File: src/rtl/mem_access_ctrl.sv
// mem_access_ctrl: two-port arbitrated, wait-stated, range-checked access controller for the data memory.
// Define MEM_ARB_ROUND_ROBIN_EN for round-robin arbitration; otherwise port 0 has fixed priority.
module mem_access_ctrl #(
  parameter int WORD_SIZE    = 32,
  parameter int ADDRESS_SIZE = 32,
  parameter int BASE_ADDR    = 1024,
  parameter int DEPTH        = 65465,
  parameter int WAIT_CYCLES  = 1
) (
  input  logic                    clk,
  input  logic                    rst,
  input  logic                    req0,
  input  logic                    req1,
  input  logic                    we0,
  input  logic                    we1,
  input  logic [ADDRESS_SIZE-1:0] addr0,
  input  logic [ADDRESS_SIZE-1:0] addr1,
  input  logic [WORD_SIZE-1:0]    wdata0,
  input  logic [WORD_SIZE-1:0]    wdata1,
  output logic                    ready0,
  output logic                    ready1,
  output logic [WORD_SIZE-1:0]    rdata,
  output logic                    err,
  output logic                    freeze,
  output logic [ADDRESS_SIZE-1:0] mem_addr,
  output logic [WORD_SIZE-1:0]    mem_wdata,
  output logic                    mem_read,
  output logic                    mem_write,
  input  logic [WORD_SIZE-1:0]    mem_rdata
);
  typedef enum logic [1:0] {IDLE, ACCESS, DONE} state_t;
  localparam int AE = ADDRESS_SIZE + 1;
  localparam logic [AE-1:0] BASE_E = AE'(BASE_ADDR);
  localparam logic [AE-1:0] DEPTH_E = AE'(DEPTH);
  state_t state_q, state_d;
  logic we_q, we_d, gnt_q, gnt_d, err_q, err_d;
  logic [ADDRESS_SIZE-1:0] addr_q, addr_d;
  logic [WORD_SIZE-1:0] wdata_q, wdata_d, rdata_q, rdata_d;
  logic [3:0] cnt_q, cnt_d;
  logic sel, sel_we, legal, acc;
  logic [ADDRESS_SIZE-1:0] sel_addr;
  logic [WORD_SIZE-1:0] sel_wdata;
  logic [AE-1:0] ext, off;
`ifdef MEM_ARB_ROUND_ROBIN_EN
  logic last_q, last_d;
  assign sel = (req0 & req1) ? ~last_q : req1;
`else
  assign sel = ~req0;
`endif
  assign sel_we    = sel ? we1 : we0;
  assign sel_addr  = sel ? addr1 : addr0;
  assign sel_wdata = sel ? wdata1 : wdata0;
  // one extra bit keeps the window compare from wrapping near the top of the address space
  assign ext   = {1'b0, sel_addr};
  assign off   = ext - BASE_E;
  assign legal = (sel_addr[1:0] == 2'b00) && (ext >= BASE_E) && ((off >> 2) < DEPTH_E);
  always_comb begin
    state_d = state_q;
    we_d    = we_q;
    addr_d  = addr_q;
    wdata_d = wdata_q;
    gnt_d   = gnt_q;
    err_d   = err_q;
    rdata_d = rdata_q;
    cnt_d   = cnt_q;
`ifdef MEM_ARB_ROUND_ROBIN_EN
    last_d  = last_q;
`endif
    case (state_q)
      IDLE: if (req0 | req1) begin
        gnt_d   = sel;
        we_d    = sel_we;
        addr_d  = sel_addr;
        wdata_d = sel_wdata;
        err_d   = ~legal;
        rdata_d = '0;
        cnt_d   = 4'(WAIT_CYCLES);
        state_d = legal ? ACCESS : DONE;
`ifdef MEM_ARB_ROUND_ROBIN_EN
        last_d  = sel;
`endif
      end
      ACCESS: begin
        cnt_d = cnt_q - 4'd1;
        if (cnt_q == 4'd0) begin
          rdata_d = we_q ? '0 : mem_rdata;
          state_d = DONE;
        end
      end
      default: state_d = IDLE;
    endcase
  end
  always_ff @(posedge clk) begin
    if (!rst) begin
      state_q <= IDLE;
      we_q    <= 1'b0;
      addr_q  <= '0;
      wdata_q <= '0;
      gnt_q   <= 1'b0;
      err_q   <= 1'b0;
      rdata_q <= '0;
      cnt_q   <= '0;
`ifdef MEM_ARB_ROUND_ROBIN_EN
      last_q  <= 1'b1;
`endif
    end else begin
      state_q <= state_d;
      we_q    <= we_d;
      addr_q  <= addr_d;
      wdata_q <= wdata_d;
      gnt_q   <= gnt_d;
      err_q   <= err_d;
      rdata_q <= rdata_d;
      cnt_q   <= cnt_d;
`ifdef MEM_ARB_ROUND_ROBIN_EN
      last_q  <= last_d;
`endif
    end
  end
  assign acc       = (state_q == ACCESS);
  assign ready0    = (state_q == DONE) & ~gnt_q;
  assign ready1    = (state_q == DONE) & gnt_q;
  assign err       = (state_q == DONE) & err_q;
  assign rdata     = (state_q == DONE) ? rdata_q : '0;
  assign freeze    = req0 & ~ready0;
  assign mem_addr  = acc ? addr_q : '0;
  assign mem_wdata = acc ? wdata_q : '0;
  assign mem_read  = acc & ~we_q;
  assign mem_write = acc & we_q & (cnt_q == 4'd0);
endmodule

File: config.mk
export PLATFORM = sky130hd
export DESIGN_NAME = mem_access_ctrl
export DESIGN_NICKNAME = d
export VERILOG_FILES = /design/src/rtl/mem_access_ctrl.sv
export SDC_FILE = /design/constraint.sdc
export NUM_CORES = 1
export LEC_CHECK = 0
export BUFFER_PORTS_ARGS = -buffer_cell sky130_fd_sc_hd__buf_2
export CAP_MARGIN = 25
export CORE_UTILIZATION = 35
export CTS_BUF_LIST = sky130_fd_sc_hd__clkbuf_16
export CTS_CLUSTER_SIZE = 8
export DETAILED_ROUTE_END_ITERATION = 7
export GPL_ROUTABILITY_DRIVEN = 0
export PLACE_DENSITY_LB_ADDON = 0.05
export SETUP_SLACK_MARGIN = 0.05
export SLEW_MARGIN = 20
export SYNTH_ARGS = -nofsm -noshare
export SYNTH_HDL_FRONTEND = slang
export SYNTH_SLANG_ARGS = --single-unit
export TNS_END_PERCENT = 100
File: constraint.sdc
create_clock -name clk -period 3.8 [get_ports clk]
set_input_delay 0.95 -clock clk [delete_from_list [all_inputs] [get_ports clk]]
set_output_delay 0.95 -clock clk [all_outputs]
set_load 0.1 [all_outputs]
-- After elaboration in Yosys (flattened, before gate mapping)
Index checks and enable logic that the tools add are counted.
W data, S select, Z words.
- add/subtract/negate cells: 2
- magnitude comparators: 2
- equality and inequality tests: 4
- multiplexer cells: 16
- bitwise gates (word level): 13
- reductions and logical operators: 10
- operators with widths (cell ; count):
    $mux W32 ; 8
    $pmux W32 S2 ; 1
    $sub A32 B11 Y33 const B ; 1
    $ge A32 B11 Y1 const B ; 1
    $lt A31 B16 Y1 const B ; 1
    $pmux W4 S2 ; 1
    $and A1 B1 Y1 ; 7
    $mux W2 ; 3
    $reduce_and A2 Y1 ; 3
    $not A1 Y1 ; 5
    $logic_not A2 Y1 ; 2
    $logic_not A4 Y1 ; 1
    $mux W4 ; 1
    $pmux W2 S2 ; 1
    $sub A4 B1 Y4 const B ; 1
    $reduce_and A3 Y1 ; 1
    $eq A2 B1 Y1 const B ; 1
    $eq A2 B2 Y1 const B ; 1
    $logic_and A1 B1 Y1 ; 2
    $ne A2 B1 Y1 const B ; 1
    $ne A2 B2 Y1 const B ; 1
    $reduce_bool A2 Y1 ; 1
    $mux W1 ; 1
    $or A1 B1 Y1 ; 1
- flip-flop bits (word level): 105
- input bits: 166
- output and inout bits: 102
- logic and storage cells: 55

-- Longest topological paths before layout
Gate-level depths: netlist of the first run.
- word-level depth: 7
- mapped depth: 11
- depth with buffers taken out: 7

-- Worst setup path before layout of the first run
Ideal clock, no wire load.
- path kind: input port to output port
- start point: input port req0
- end point: output port freeze
- data arrival time: 3.169 ns
- data required time: 2.850 ns
- slack: -0.319 ns
- stages on the path: 6
- path buffers: 5
- path through: buf_6 > buf_6 > buf_4 > buf_4 > buf_2 > nor2b_1
- longest elaborated chain between the ends: 1
- ends and longest elaborated chain (what ; line ; text):
    from (decl) ; 12 ; input logic req0,
    $and A1 B1 Y1 ; 125 ; assign freeze = req0 & ~ready0;
    to (decl) ; 24 ; output logic freeze,
No other way between the ends.

-- Worst setup path after layout of the first run
- start point: register state_q[1]
- end point: output port rdata[24]
- longest elaborated chain between the ends: 2
- ends and longest elaborated chain (what ; line ; text):
    from (decl) ; 35 ; state_t state_q, state_d;
    from (signal assigned) ; 107 ; state_q <= state_d;
    $eq A2 B2 Y1 ; 124 ; assign rdata = (state_q == DONE) ? rdata_q : '0;
    $mux W32 ; 124 ;
    to (decl) ; 22 ; output logic [WORD_SIZE-1:0] rdata,
No other way between the ends.

==> results.py, run 1 <==
metrics = {
    "synthesis": {
        "ys_seq_elements": 105,
        "syn-cell-area_um2": 5550,
        "synth.most_common_cell": "dfxtp_1",
        "synth_edf_count": 0,
        "yosysWarnings": 0,
        "netlist_top_cells_count": "105 x dfxtp_1, 100 x and2_1, 72 x nand2_1",
        "synth_top_area_share_pct": 37.9,
        "yosysSeqAreaShare_pct": 37.9,
        "synthCells": 598,
        "yosys.area.top_type": "dfxtp_1",
        "avgSynthCellArea_um2": 9.28,
        "synth_nets": 767,
        "ys_top_cells_by_area": "dfxtp_1 38%, o211a_1 12%, mux2i_1 11%",
        "async_flop_share_pct": 0,
        "synth_cell_type_count": 53,
        "ys.flop_type": "dfxtp_1",
    },
    "placement": {
        "portBuffers": 267,
        "place_area_um2": 7050,
        "placed_cells": 1035,
        "hpwl_um": 12000,
    },
    "run": {
        "maxCapViolations": 0,
    },
    "hold_path": {
        "hold_path.class": "reg2reg",
        "holdCritStartpoint": "rdata_q[10]",
        "whs_endpoint": "rdata_q[10]",
        "whs_path_depth": 1,
    },
    "clocking": {
        "cts_root_buf": "clkbuf_16",
        "clk_latency_ns": 0.35,
        "cts_hold_buf": 0,
        "cts_buffers": 9,
        "h-tree-depth": 3,
        "cts_tree": "done",
        "clock_path_buffers": 2,
        "cts_resized": 0,
        "cts_sinks": 105,
        "cts_setup_buffers": 0,
        "clk_pin_slew_ns": 0.07,
    },
    "timing": {
        "rsz0062_at_grt": "false",
        "worst_pin_slew_ns": 0.715,
        "fin_skew_ns": 0.00747,
        "fmax_mhz": 314,
        "fin_crit_sh_pct": 83.9,
        "post-route-min-period_ns": 3.19,
        "slew_violations": 0,
        "setup_viol": 0,
        "tns_ns": 0,
        "max_slew_margin_pct": 52.3,
        "finalHoldViolations": 0,
    },
    "floorplanning": {
        "start_util_pct": 36.2,
        "fp.dieH_um": 128,
        "io_pins": 268,
        "rows": 45,
        "dieArea_um2": 16400,
        "die_w_um": 128,
        "fp.coreArea_um2": 15300,
    },
    "setup_path": {
        "cp_data_arrival_time_ns": 2.24,
        "reg2reg_depth": 7,
        "max_stage_delay_ns": 0.54,
        "crit_slowest_cell": "nor2b_2",
        "start_kind": "flop",
        "reg2reg_slack_ns": 1.87,
        "worstPathMaxFanout": 18,
        "reg2reg_from": "cnt_q[0]",
        "crit_type": "reg2out",
        "r2r_end": "rdata_q[12]",
        "crit_path_cell_trace": "nor2b_2 -> buf_4 -> and2_1 -> buf_2",
        "cp-end-kind": "output port",
        "required_ns": 2.85,
    },
    "global_routing": {
        "overflow": 0,
        "grt_max_degree": 55,
        "track_usage_pct": 19.9,
        "antenna_found_initial": 0,
        "grt_pass1_vias": 5135,
        "grt_pass1_wl_um": 25600,
    },
    "layout": {
        "nNetsFinal": 1004,
        "drive_gt1_share_pct": 36.2,
        "final_cells": 1051,
        "fin_area_um2": 7380,
        "diodes": 0,
        "area_growth_pct": 32.9,
        "final_util_pct": 48.2,
    },
    "power_and_ir_drop": {
        "power_density_nw_per_um2": 359,
        "cellLeakagePower_nw": 4.16,
        "ir_worst_vdd_uv": 210,
        "p_total_mw": 2.65,
    },
    "routing": {
        "antenna_left": 0,
        "dr.pass1.iters": 4,
        "wl_per_cell_um": 15.4,
        "route.vias.total": 5267,
        "drt_iter0_markers": 201,
        "routed_wl_um": 16200,
        "viasPerCell": 5.01,
        "drc": 0,
    },
    "run_status": {
        "status": "complete, no violations",
    },
}
cell usage in the layout (no fill, tap or decap), types with 2 or more instances in the layout:
master	netlist	final
o211a_1	65	65
and3_1	3	3
dfxtp_1	105	105
mux2i_1	63	63
nor2b_2	0	3
nor2b_1	5	2
nor4_1	6	6
nor3_1	7	7
nor4b_1	2	2
o21ai_0	5	5
nand4_1	4	4
nand2b_1	2	2
xnor2_1	2	2
or3_1	2	2
inv_1	7	7
a21oi_1	3	3
buf_4	2	7
buf_2	18	266
a31oi_1	7	7
nand4b_1	2	2
a22o_1	33	33
nand3_1	3	3
clkbuf_16	0	9
nand2_1	72	72
ha_1	3	3
and2_1	100	100
bufinv_16	0	2
buf_12	0	3
a22oi_1	2	2
o211ai_1	2	2
nor2_1	17	16
inv_6	0	2
layout make-up:
cell class | instances | area [um2]
Clock inverter | 7 | 100
Multi-Input combinational cell | 436 | 3220
Tap cell | 211 | 264
Sequential cell | 105 | 2100
Timing Repair Buffer | 276 | 1440
Fill cell | 1536 | 7940
Inverter | 7 | 26.3
Clock buffer | 9 | 225
report_power, final:
group	internal [mW]	switching [mW]
Clock	0.585	0.442
Combinational	0.188	0.226
Sequential	1.17	0.0348
Total	1.94	0.703
critical path: cells and delay by family (launching register included):
family	cells	cell delay, ns
buffers and inverters	2	0.74
AND/OR/NAND/NOR	2	0.70
flip-flops	1	0.45
worst max-delay path by stage:
stage                      end  cells after the start  startpoint
global placement    state_q[0]                      7        req0
floorplan               freeze                      6        req0
global route         rdata[24]                      4  state_q[1]
CTS                  rdata[24]                      4  state_q[1]
detailed placement  state_q[0]                      7        req0
finish               rdata[24]                      4  state_q[1]
state kept, by name, summed over array words and instances, names as in the netlist:
register / cells
cnt_q: 4
gnt_q: 1
err_q: 1
wdata_q: 32
rdata_q: 32
addr_q: 32
we_q: 1
state_q: 2
metrics by stage:
stage | setup WS [ns] | hold WS, ns
global placement | 0.544 | 0.449
detailed placement | 0.456 | 0.457
CTS | 0.550 | 0.477
finish | 0.611 | 0.471
floorplan | 0.339 | 0.433
global route | 0.435 | 0.488
layer usage:
| metal | up-vias | global-route usage, % | share of wire, % |
|---|---|---|---|
| met5 | - | 0 | 0 |
| met4 | 0 | 6.57 | 1.5 |
| met3 | 16 | 5.88 | 8.4 |
| met2 | 197 | 33.6 | 47 |
| met1 | 2432 | 24.1 | 43 |
| li1 | 2622 | - | - |
logic make-up after synthesis:
family / Yosys count / share of synthesized area, %
mux: 64 / 11.6
flops: 105 / 37.9
simple gates: 234 / 22.9
buf+inv: 57 / 4.67
compound gates: 133 / 21.9
fa+ha+maj: 3 / 0.676
xor+xnor: 2 / 0.316
Power figures use the tool's default switching activity.
==> run 2, diff against run 1 <==
==> constraint.sdc (replaced) <==
create_clock -name clk -period 3.2 [get_ports clk]
set_input_delay 0.8 -clock clk [delete_from_list [all_inputs] [get_ports clk]]
set_output_delay 0.8 -clock clk [all_outputs]
set_load 0.1 [all_outputs]
==> run 2 against run 1 <==
Compared with the run above:
- critical path depth unchanged
- routed wire length down 1.2%
- count of clock-buffer cells in the layout unchanged
- register-to-register slack worse by 0.55 ns
- non-clock buffer count up 3
- critical endpoint is now freeze
- sequential power up 18%
- die area unchanged
- global-route usage down 0.30 points
- largest power group unchanged
- clock power about the same
- core utilization up 3.2 points
==> results.py, run 2 (same netlist as run 1, synthesis figures left out) <==
metrics = {
    "timing": {
        "post-route-min-period_ns": 2.85,
        "slew_violations": 0,
        "tns_ns": 0,
        "rsz0062_at_grt": "false",
        "fmax_mhz": 351,
        "finalHoldViolations": 0,
        "fin_crit_sh_pct": 89.0,
        "max_slew_margin_pct": 54.0,
        "worst_pin_slew_ns": 0.689,
        "fin_skew_ns": 0.0125,
        "setup_viol": 0,
    },
    "routing": {
        "drt_iter0_markers": 229,
        "viasPerCell": 5.00,
        "dr.pass1.iters": 4,
        "routed_wl_um": 16000,
        "drc": 0,
        "antenna_left": 0,
        "wl_per_cell_um": 15.2,
        "route.vias.total": 5267,
    },
    "power_and_ir_drop": {
        "ir_worst_vdd_uv": 263,
        "power_density_nw_per_um2": 377,
        "cellLeakagePower_nw": 4.24,
    },
    "layout": {
        "multi_input_area_um2": 3220,
        "nNetsFinal": 1007,
        "drive_gt1_share_pct": 36.3,
        "seq_area_um2": 2100,
        "diodes": 0,
        "largestRegisters": "addr_q: 32 flops, rdata_q: 32 flops, wdata_q: 32 flops",
        "final_util_pct": 51.3,
        "area_growth_pct": 41.6,
        "final_common_cell": "buf_2",
        "final_cell_mix": "231 x buf_2, 105 x dfxtp_1, 100 x and2_1",
        "final_cells": 1054,
        "fillers": 1457,
    },
    "global_routing": {
        "gr-usage-met3_pct": 4.97,
        "grt_use_met1_pct": 24.4,
        "grt_pass1_wl_um": 25300,
        "track_usage_pct": 19.6,
        "grt_max_degree": 48,
        "grt_pass1_vias": 5069,
        "gr-max-usage-layer": "met2",
        "overflow": 0,
        "met2_usage_pct": 33.1,
        "antenna_found_initial": 0,
    },
    "floorplanning": {
        "fp.coreArea_um2": 15300,
        "dieArea_um2": 16400,
        "die_w_um": 128,
        "start_util_pct": 36.2,
        "rows": 45,
        "io_pins": 268,
        "fp.dieH_um": 128,
    },
    "setup_path": {
        "crit_slowest_cell": "buf_4",
        "reg2reg_depth": 7,
        "cp_data_arrival_time_ns": 2.05,
        "crit_path_cell_trace": "buf_4 -> buf_4 -> nor2b_4 -> buf_2",
        "crit_type": "in2out",
        "cp-end-kind": "output port",
        "start_kind": "input port",
        "max_stage_delay_ns": 0.42,
        "worstPathMaxFanout": 33,
        "required_ns": 2.40,
        "crit_top_cell": "buf_4",
    },
    "clocking": {
        "cts_tree": "done",
        "h-tree-depth": 3,
        "cts_root_buf": "clkbuf_16",
        "clk_pin_slew_ns": 0.07,
        "cts_setup_buffers": 0,
        "cts_hold_buf": 0,
        "cts_resized": 0,
        "cts_sinks": 105,
        "clk_latency_ns": 0.35,
        "clock_path_buffers": 2,
        "cts_buffers": 9,
    },
    "placement": {
        "hpwl_um": 11900,
        "placed_cells": 1038,
        "portBuffers": 267,
    },
    "hold_path": {
        "hold_path.class": "reg2reg",
        "whs_path_depth": 1,
    },
    "run": {
        "maxCapViolations": 0,
    },
    "run_status": {
        "status": "complete, no violations",
    },
}
[run 2: changes by cell type in the layout (fill, tap and decap cells not counted), moves of 2 or more]
cell / delta
clkinv_2: +2
buf_2: -35
nor2b_2: -2
buf_12: +34
bufinv_16: -2
buf_4: +4
[run 2: final cells by class]
cell class	instances	share of cell area, %
Multi-Input combinational cell	436	40.9
Sequential cell	105	26.7
Timing Repair Buffer	279	25.2
Tap cell	211	3.36
Clock buffer	9	2.86
Clock inverter	7	0.589
Inverter	7	0.334
[run 2: per-stage QoR]
stage | area [um2] | setup slack, ns | hold WS [ns] | power [mW]
CTS | 7860 | 0.361 | 0.470 | 3.01
global placement | 7590 | 0.340 | 0.449 | 1.95
floorplan | 5560 | 0.201 | 0.433 | 1.76
global route | 7860 | 0.290 | 0.486 | 3.11
detailed placement | 7590 | 0.243 | 0.455 | 1.97
finish | 7860 | 0.352 | 0.470 | 2.96
[run 2: worst paths after layout]
check              start  slack, ns           to
max                 req0       0.35       freeze
min          rdata_q[29]       0.47  rdata_q[29]
max reg2reg     cnt_q[0]       1.32  rdata_q[30]
min reg2reg  rdata_q[29]       0.47  rdata_q[29]
[run 2: critical path, delay by kind of cell]
family,cells,cell delay [ns]
and+or+nand+nor,1,0.21
buffers and inverters,3,1.02
[run 2: where the power goes]
group	switching, mW	leakage, nW	internal, mW
clock network	0.500	0.133	0.527
logic	0.269	3.24	0.232
registers	0.0414	0.864	1.39
total	0.810	4.24	2.15
[run 2: layer usage]
| layer | wire length, um | vias up |
|---|---|---|
| li1 | - | 2619 |
| met1 | 7140 | 2461 |
| met2 | 7560 | 171 |
| met3 | 1070 | 16 |
| met4 | 221 | 0 |
| met5 | 0 | - |
==> run 3, diff against run 2 <==
--- a/config.mk
+++ b/config.mk
@@ -5,6 +5,7 @@
 export SDC_FILE = /design/constraint.sdc
 export NUM_CORES = 1
 export LEC_CHECK = 0
+export ABC_AREA = 1
 export BUFFER_PORTS_ARGS = -buffer_cell sky130_fd_sc_hd__buf_2
 export CAP_MARGIN = 25
 export CORE_UTILIZATION = 35
==> run 3 against run 2 <==
Compared with the run above:
- combinational power rose by 50%
- total power increased by 12%
- cell area rose by 0.75%
- sequential power barely moved
- non-clock buffer count rose by 8
- area after synthesis increased by 9.5%
- register-to-register slack got worse by 0.09 ns
- flip-flop and latch count did not move
- worst setup slack better by 0.015 ns
- cell count is 36% higher
- critical path depth grew 2
- highest routed layer unchanged
==> results.py, run 3 <==
metrics = {
    "setup_path": {
        "crit_path_end": "freeze",
        "reg2reg_slack_ns": 1.23,
        "start_kind": "input port",
        "reg2reg_from": "state_q[0]",
        "cp_data_arrival_time_ns": 2.03,
        "worstPathMaxFanout": 48,
        "reg2reg_depth": 8,
        "crit_type": "in2out",
        "required_ns": 2.40,
        "cp-end-kind": "output port",
        "r2r_end": "rdata_q[11]",
        "crit_start": "req0",
    },
    "routing": {
        "drc": 0,
        "viasPerCell": 4.64,
        "dr.pass1.iters": 4,
        "drt_iter0_markers": 410,
        "antenna_left": 0,
        "wl_per_cell_um": 13.3,
        "routed_wl_um": 19100,
        "route.vias.total": 6641,
    },
    "layout": {
        "largestRegisters": "addr_q: 32 flops, rdata_q: 32 flops, wdata_q: 32 flops",
        "final_common_cell": "buf_2",
        "drive_gt1_share_pct": 28.9,
        "nNetsFinal": 1375,
        "area_growth_pct": 30.3,
        "fin_area_um2": 7920,
        "final_util_pct": 47.3,
        "final_cell_mix": "265 x buf_2, 208 x nand2_1, 145 x inv_1",
        "fillers": 1853,
        "diodes": 0,
    },
    "clocking": {
        "clock_path_buffers": 2,
        "cts_sinks": 105,
        "clk_latency_ns": 0.35,
        "cts_buffers": 9,
        "cts_root_buf": "clkbuf_16",
        "cts_tree": "done",
        "cts_setup_buffers": 0,
        "clk_pin_slew_ns": 0.07,
        "h-tree-depth": 3,
        "cts_hold_buf": 0,
        "cts_resized": 0,
    },
    "synthesis": {
        "synth_top_area_share_pct": 34.6,
        "synthAdderAreaFrac_pct": 0.824,
        "synth_mux_area_share_pct": 0,
        "synth_cell_type_count": 36,
        "yosysSeqAreaShare_pct": 34.6,
        "synth_nets": 1137,
        "synth-xor-area-share_pct": 0.144,
        "yosys.area.top_type": "dfxtp_1",
        "ys_top_cells_by_area": "dfxtp_1 35%, nand2_1 13%, inv_1 9.1%",
        "yosysWarnings": 0,
        "synth.most_common_cell": "nand2_1",
        "synthCells": 967,
        "synth_compound_area_share_pct": 20.6,
        "synth_edf_count": 0,
        "avgSynthCellArea_um2": 6.28,
        "ys_seq_elements": 105,
        "synth_top_family_by_area": "simple AND/OR/NAND/NOR gates",
        "ys.flop_type": "dfxtp_1",
        "yosys.area_share.simple_pct": 29.9,
        "async_flop_share_pct": 0,
        "netlist_top_cells_count": "210 x nand2_1, 147 x inv_1, 142 x nor2_1",
        "syn-cell-area_um2": 6080,
    },
    "floorplanning": {
        "dieArea_um2": 17900,
        "rows": 47,
        "die_w_um": 134,
        "fp.dieH_um": 134,
        "start_util_pct": 36.3,
        "io_pins": 268,
        "fp.coreArea_um2": 16800,
    },
    "timing": {
        "finalHoldViolations": 0,
        "setup_viol": 0,
        "slew_violations": 0,
        "rsz0062_at_grt": "false",
        "fin_skew_ns": 0.00625,
        "worst_pin_slew_ns": 0.630,
        "post-route-min-period_ns": 2.83,
        "final.setup.worst_slack_ns": 0.367,
        "fmax_mhz": 353,
        "fin_crit_sh_pct": 88.5,
        "tns_ns": 0,
        "max_slew_margin_pct": 58.0,
    },
    "global_routing": {
        "grt_pass1_vias": 6049,
        "track_usage_pct": 21.4,
        "overflow": 0,
        "grt_max_degree": 67,
        "grt_pass1_wl_um": 30600,
        "antenna_found_initial": 0,
    },
    "hold_path": {
        "hold_path.class": "reg2reg",
    },
    "power_and_ir_drop": {
        "cellLeakagePower_nw": 3.94,
        "ir_worst_vdd_uv": 258,
        "power_density_nw_per_um2": 417,
        "p_total_mw": 3.30,
    },
    "placement": {
        "hpwl_um": 14300,
        "portBuffers": 267,
        "place_area_um2": 7630,
        "pre_cts_ws_ns": 0.370,
    },
    "run_status": {
        "status": "complete, no violations",
    },
    "run": {
        "maxCapViolations": 0,
    },
}
run 3: changes by cell type after synthesis, moves of 63 or more:
| cell | change |
|---|---|
| and2_1 | -100 |
| inv_1 | +140 |
| mux2i_1 | -63 |
| nand2_1 | +138 |
| nor2_1 | +125 |
| o211a_1 | -65 |
| o21ai_0 | +66 |
run 3: logic make-up (layout without fill, tap and decap cells):
| kind of cell | Yosys count | in the layout |
|---|---|---|
| xor+xnor | 1 | 1 |
| simple gates | 428 | 428 |
| flops | 105 | 105 |
| buf+inv | 210 | 453 |
| fa+ha+maj | 4 | 4 |
| compound gates | 219 | 219 |
run 3: metal layers:
layer	wire length, um	track usage [%]
met5	0	0
met4	179	5.62
met2	8330	33.1
met3	1320	4.46
met1	9230	30.1
run 3: worst min-delay path by stage:
stage | startpoint | to | slack (ns) | cells past startpoint
6_report | addr_q[15] | addr_q[15] | 0.46 | 2
3_5_place_dp | addr_q[23] | addr_q[23] | 0.45 | 2
3_3_place_gp | addr_q[20] | addr_q[20] | 0.44 | 2
5_1_grt | addr_q[23] | addr_q[23] | 0.48 | 2
4_1_cts | addr_q[23] | addr_q[23] | 0.46 | 2
2_1_floorplan | addr_q[10] | addr_q[10] | 0.43 | 2
run 3: metrics by stage:
stage | hold WS (ns) | instances
2_1_floorplan | 0.430 | 967
3_3_place_gp | 0.442 | 1414
5_1_grt | 0.482 | 1430
3_5_place_dp | 0.448 | 1414
6_report | 0.455 | 1430
4_1_cts | 0.459 | 1430
run 3: worst max-delay path: stages:
cell     delay (ns)
buf_2          0.15
buf_12         0.23
buf_4          0.37
o21ai_0        0.15
inv_1          0.12
buf_12         0.18
run 3: final cells by class:
type                    instances  area (um2)  area share, %
inverters                     150         568           7.17
clock inverters                 7        63.8          0.806
repair buffers                287        1550           19.6
well taps                     220         275           3.48
multi-input cells             652        3130           39.5
flip-flops and latches        105        2100           26.5
clock buffers                   9         225           2.84
run 3: power breakdown:
| part | total (mW) | switching [mW] | internal (mW) | leakage (nW) |
|---|---|---|---|---|
| clock | 1.09 | 0.552 | 0.543 | 0.139 |
| sequential | 1.46 | 0.0381 | 1.42 | 0.869 |
| combinational | 0.754 | 0.507 | 0.248 | 2.94 |
